==> config.mk <==
export PLATFORM = sky130hd
export DESIGN_NAME = reg_gpio
export DESIGN_NICKNAME = d
export VERILOG_FILES = /design/src/rtl/reg_gpio.sv
export SDC_FILE = /design/constraint.sdc
export NUM_CORES = 1
export LEC_CHECK = 0
export BUFFER_PORTS_ARGS = -buffer_cell sky130_fd_sc_hd__buf_2
export CAP_MARGIN = 20
export CORE_ASPECT_RATIO = 0.7
export CORE_MARGIN = 1
export CORE_UTILIZATION = 44
export CTS_BUF_LIST = sky130_fd_sc_hd__clkbuf_8
export DETAILED_ROUTE_END_ITERATION = 16
export PLACE_DENSITY = 0.76
export SETUP_SLACK_MARGIN = 0.15
export SLEW_MARGIN = 15
export SYNTH_ARGS = -nofsm -noshare
export SYNTH_HDL_FRONTEND = slang
export SYNTH_SLANG_ARGS = --single-unit
export TNS_END_PERCENT = 50
==> constraint.sdc <==
create_clock -name clk -period 1.6 [get_ports clk]
set_input_delay 0.24 -clock clk [delete_from_list [all_inputs] [get_ports clk]]
set_output_delay 0.24 -clock clk [all_outputs]
set_load 0.005 [all_outputs]
==> src/rtl/reg_gpio.sv <==
// Bus-facing register file for fnc_gpio: output/filter/refclk settings, input readback,
// per-pin rise/fall edge capture with W1C status and a level interrupt.
`timescale 1ns/1ps
module reg_gpio #(
    parameter int N_IN  = 16,
    parameter int N_OUT = 8
) (
    input  logic             clk,
    input  logic             rst_n,
    input  logic             req_i,
    input  logic             we_i,
    input  logic [4:0]       addr_i,
    input  logic [31:0]      wdata_i,
    output logic [31:0]      rdata_o,
    output logic             ack_o,
    input  logic [N_IN-1:0]  gpio_in_i,
    output logic [N_OUT-1:0] gpio_out_o,
    output logic [7:0]       dflt_st_o,
    output logic [7:0]       refclk_st_o,
    output logic             irq_o
);

    localparam logic [2:0] A_OUT     = 3'd0;
    localparam logic [2:0] A_IN      = 3'd1;
    localparam logic [2:0] A_DFLT    = 3'd2;
    localparam logic [2:0] A_REFCLK  = 3'd3;
    localparam logic [2:0] A_RISE_EN = 3'd4;
    localparam logic [2:0] A_FALL_EN = 3'd5;
    localparam logic [2:0] A_STAT    = 3'd6;
    localparam logic [2:0] A_OUT_TGL = 3'd7;

    logic             ack_q, ack_d;
    logic [31:0]      rdata_q, rdata_d;
    logic [N_OUT-1:0] out_q, out_d;
    logic [7:0]       dflt_q, dflt_d;
    logic [7:0]       refclk_q, refclk_d;
    logic [N_IN-1:0]  rise_en_q, rise_en_d;
    logic [N_IN-1:0]  fall_en_q, fall_en_d;
    logic [N_IN-1:0]  stat_q, stat_d;
    logic [N_IN-1:0]  gpio_in_q;
    logic             irq_q, irq_d;

    logic             accept;
    logic [2:0]       sel;
    logic [31:0]      rd_mux;
    logic [N_IN-1:0]  stat_set;
    logic [N_IN-1:0]  stat_clr;
    logic             unused_bits;

    assign unused_bits = ^{addr_i[1:0], wdata_i[31:N_IN]};
    assign accept      = req_i & ~ack_q;
    assign sel         = addr_i[4:2];
    assign stat_set    = (gpio_in_i & ~gpio_in_q & rise_en_q) | (~gpio_in_i & gpio_in_q & fall_en_q);

    always_comb begin
        rd_mux = '0;
        case (sel)
            A_OUT:     rd_mux = 32'(out_q);
            A_IN:      rd_mux = 32'(gpio_in_i);
            A_DFLT:    rd_mux = 32'(dflt_q);
            A_REFCLK:  rd_mux = 32'(refclk_q);
            A_RISE_EN: rd_mux = 32'(rise_en_q);
            A_FALL_EN: rd_mux = 32'(fall_en_q);
            A_STAT:    rd_mux = 32'(stat_q);
            default:   rd_mux = '0;
        endcase
    end

    always_comb begin
        out_d     = out_q;
        dflt_d    = dflt_q;
        refclk_d  = refclk_q;
        rise_en_d = rise_en_q;
        fall_en_d = fall_en_q;
        stat_clr  = '0;
        if (accept && we_i) begin
            case (sel)
                A_OUT:     out_d     = wdata_i[N_OUT-1:0];
                A_DFLT:    dflt_d    = wdata_i[7:0];
                A_REFCLK:  refclk_d  = wdata_i[7:0];
                A_RISE_EN: rise_en_d = wdata_i[N_IN-1:0];
                A_FALL_EN: fall_en_d = wdata_i[N_IN-1:0];
                A_STAT:    stat_clr  = wdata_i[N_IN-1:0];
                A_OUT_TGL: out_d     = out_q ^ wdata_i[N_OUT-1:0];
                default:   ;
            endcase
        end
        // a new edge event beats a simultaneous W1C on the same bit
        stat_d  = (stat_q & ~stat_clr) | stat_set;
        rdata_d = (accept && !we_i) ? rd_mux : rdata_q;
        ack_d   = accept;
        irq_d   = |stat_q;
    end

    always_ff @(posedge clk or negedge rst_n) begin
        if (!rst_n) begin
            ack_q     <= 1'b0;
            rdata_q   <= '0;
            out_q     <= '0;
            dflt_q    <= 8'h05;
            refclk_q  <= 8'h02;
            rise_en_q <= '0;
            fall_en_q <= '0;
            stat_q    <= '0;
            gpio_in_q <= '0;
            irq_q     <= 1'b0;
        end else begin
            ack_q     <= ack_d;
            rdata_q   <= rdata_d;
            out_q     <= out_d;
            dflt_q    <= dflt_d;
            refclk_q  <= refclk_d;
            rise_en_q <= rise_en_d;
            fall_en_q <= fall_en_d;
            stat_q    <= stat_d;
            gpio_in_q <= gpio_in_i;
            irq_q     <= irq_d;
        end
    end

    assign ack_o       = ack_q;
    assign rdata_o     = rdata_q;
    assign gpio_out_o  = out_q;
    assign dflt_st_o   = dflt_q;
    assign refclk_st_o = refclk_q;
    assign irq_o       = irq_q;

endmodule
==> flow_metrics.py <==
metrics = {
    "sta": {
        "setup_violations": 0,
        "fin_crit_ns": 1.50,
        "tightest_slew_ns": 0.535,
        "rsz0062_at_grt": "yes",
        "finalCritPeriodShare": 0.940,
        "fmax_ghz": 0.665,
        "slew_violations": 0,
        "finalSetupTns_ns": 0,
        "slew_headroom": 0.640,
        "hold_viol": 0,
        "fin_skew_ns": 0.0101,
        "hold_ws_ns": 0.0197,
    },
    "grt": {
        "grt_max_degree": 47,
        "antenna_found_initial": 1,
        "grt_pass1_wl_um": 20100,
        "grt-ovfl-total": 0,
        "groute.usage.overall": 0.228,
        "grt_pass1_vias": 3873,
    },
    "run": {
        "cap_violations": 0,
    },
    "worst_setup_path": {
        "cp_max_fo": 5,
        "path_class": "reg2reg",
        "required_ns": 1.84,
        "startpoint_type": "flop",
        "cpPeakStageDelay_ns": 0.43,
        "path_buf_inv": 1,
        "cp-end-kind": "flop",
        "worstPathArrival_ns": 1.75,
        "cp_num_cells": 5,
        "crit_family": "simple AND/OR/NAND/NOR gates",
        "cp_slowest_cell": "dfrtp_1",
        "rr_worst_depth": 5,
        "crit_chain": "and4bb_2, nand3_4, buf_4, o21ai_0, o211ai_1",
    },
    "synthesis": {
        "synth_area_leaders": "dfrtp_1 51%, mux2_2 5.4%, nand2_1 4.9%",
        "yosysMostFrequentCell": "dfrtp_1",
        "syn_area_sq_um": 5030,
        "synth_flop_cell": "dfrtp_1",
        "synth_warnings": 0,
        "ys_ff_latch": 106,
        "synth_enable_flop_cells": 0,
        "synthCells": 458,
        "synth_async_sr_flop_share": 1.00,
        "yosysSeqAreaShare": 0.528,
        "ys_types": 47,
        "syn_area_per_cell_sq_um": 11.0,
        "netlist_top_cells_count": "103 x dfrtp_1, 65 x nand2_1, 32 x o21ai_0, 24 x inv_1, 24 x mux2_2",
        "yosys.area.top_type_share": 0.513,
        "yosysTopAreaCell": "dfrtp_1",
    },
    "pwr": {
        "power_density_nw_per_um2": 1130,
        "ir_worst_vdd_v": 0.000698,
        "total_power_mw": 7.01,
        "leakagePower_nw": 2.91,
    },
    "cells_and_area": {
        "syn_to_final_growth_pct": 23.7,
        "final_cell_area_sq_um": 6220,
        "finalNetCount": 639,
        "antennaDiodeCount": 0,
        "drive_gt1_frac": 0.332,
        "final_cell_count_no_fill": 740,
    },
    "cts": {
        "clock_sinks": 106,
        "htreeDepth": 3,
        "clkSlewWorstSetupHoldPaths_ns": 0.09,
        "clkLatencyLatePin_ns": 0.38,
        "cts.path.max_buffers": 2,
        "root_buffer": "clkbuf_8",
        "cts_buffers": 9,
        "cts_tree": "yes",
    },
    "placed_design": {
        "hpwl_um": 9360,
        "place_inst": 710,
        "gp_congestion": 0.836,
        "portBuffers": 80,
        "placed_area_sq_um": 5780,
    },
    "floorplan": {
        "start_util": 0.455,
        "dieHeight_um": 91.4,
        "die_area_sq_um": 11900,
        "die_w_um": 130,
        "io_pins": 115,
        "num_rows": 32,
        "fp.coreArea_sq_um": 11100,
    },
    "routing": {
        "vias": 3966,
        "avgRoutedWirePerCell_um": 17.5,
        "drcViolationCount": 0,
        "totalWireLength_um": 12900,
        "first_iter_violations": 310,
        "vias_per_cell": 5.36,
        "firstDrtPassIters": 5,
        "final_antenna_net_count": 0,
    },
    "worst_hold_path": {
        "worstHoldPathCells": 1,
        "hold_path_class": "in2reg",
    },
    "status": {
        "status": "completed",
    },
}
-- stage by stage --
stage               utilization  setup slack [ns]
global route              0.563            0.0927
floorplan                     -             0.131
finish                    0.563            0.0963
CTS                       0.555             0.128
global placement          0.523            0.0166
detailed placement        0.523            0.0112
-- final cells by class --
cell class	count	area, sq um
fillers	993	4830
flip-flops and latches	106	2660
multi-input cells	305	2100
repair buffers	136	958
well taps	153	191
clock buffers	10	138
inverters	24	90.1
clock inverters	6	81.3
-- state kept, by name (all words and copies together), names as in the netlist --
name         cells
gpio_in_q       16
dflt_st_o        8
rdata_o         16
gpio_out_o       8
rise_en_q       16
stat_q          16
refclk_st_o      8
fall_en_q       16
ack_o            1
irq_o            1
-- metal layers --
layer	vias up	part of all wire	global-route usage
li1	1827	-	-
met1	1971	0.45	0.318
met2	152	0.46	0.348
met3	14	0.076	0.0631
met4	2	0.0087	0.0572
met5	-	0.0010	0
-- cells in the final DEF (no fill, tap or decap), drive strengths merged --
cell         Yosys  layout
o211ai          23      23
nand3b          11      11
and4bb           1       1
o21a             2       2
nor4             4       4
mux2i           23      23
or3b             1       1
o221ai           8       8
a31oi            2       2
a32oi            5       5
a211o            5       5
nor2            12      12
nand2b           1       1
inv             24      27
a21oi           15      15
o21ai           41      41
nand4            1       1
dfrtp          103     103
clkbuf           1      10
and4b            2       2
nand3           12      12
xor2             8       8
or2              2       2
conb             1      16
bufinv           0       2
dfstp            3       3
buf             37     125
dlygate4sd3      0      11
mux2            24      24
nand2           68      68
nor2b            4       4
a22o             7       7
mux4             1       1
and2b            1       1
clkinv           0       1
a22oi            1       1
or3              2       2
nor3             2       2
-- worst paths after layout --
| path | endpoint | startpoint | slack [ns] |
|---|---|---|---|
| min in group asynchronous | gpio_in_q[10] | rst_n | 0.31 |
| min | gpio_in_q[7] | gpio_in_i[7] | 0.02 |
| min reg2reg | stat_q[8] | gpio_in_q[8] | 0.48 |
| max reg2reg | stat_q[15] | ack_o | 0.1 |
| max | stat_q[15] | ack_o | 0.1 |
| max in group asynchronous | refclk_st_o[1] | rst_n | 0.72 |
-- report_power, final --
part           switching (mW)  internal (mW)  total [mW]
registers               0.444           3.22        3.66
logic                   0.717          0.802        1.52
clock network           0.909          0.917        1.83
total                    2.07           4.94        7.01
-- what timing repair did --
item,4_1_cts,5_1_grt
hold endpoints to repair,31,0
resized for setup,8,30
setup endpoints to repair,42,65
setup buffers,1,1
pin swaps,2,4
cloned,0,1
hold buffers,11,0
-- kinds of logic (layout without fill, tap and decap cells) --
family                    after synthesis  count (layout)  share of synthesized area
buffers and inverters                  62             176                     0.0759
other                                   1              16                   0.000746
and+or+nand+nor                       124             124                      0.128
muxes                                  48              48                      0.104
DFF                                   106             106                      0.528
xor gates and xnor gates                8               8                     0.0139
AOI/OAI and AO/OA                     109             109                      0.149
-- worst register-to-register path, cell delays in order, from the launching register on --
cell	delay, ns
dfrtp_1	0.43
and4bb_2	0.36
nand3_4	0.09
buf_4	0.17
o21ai_0	0.19
o211ai_1	0.14
Note: power is estimated with default switching activity, not from simulation.
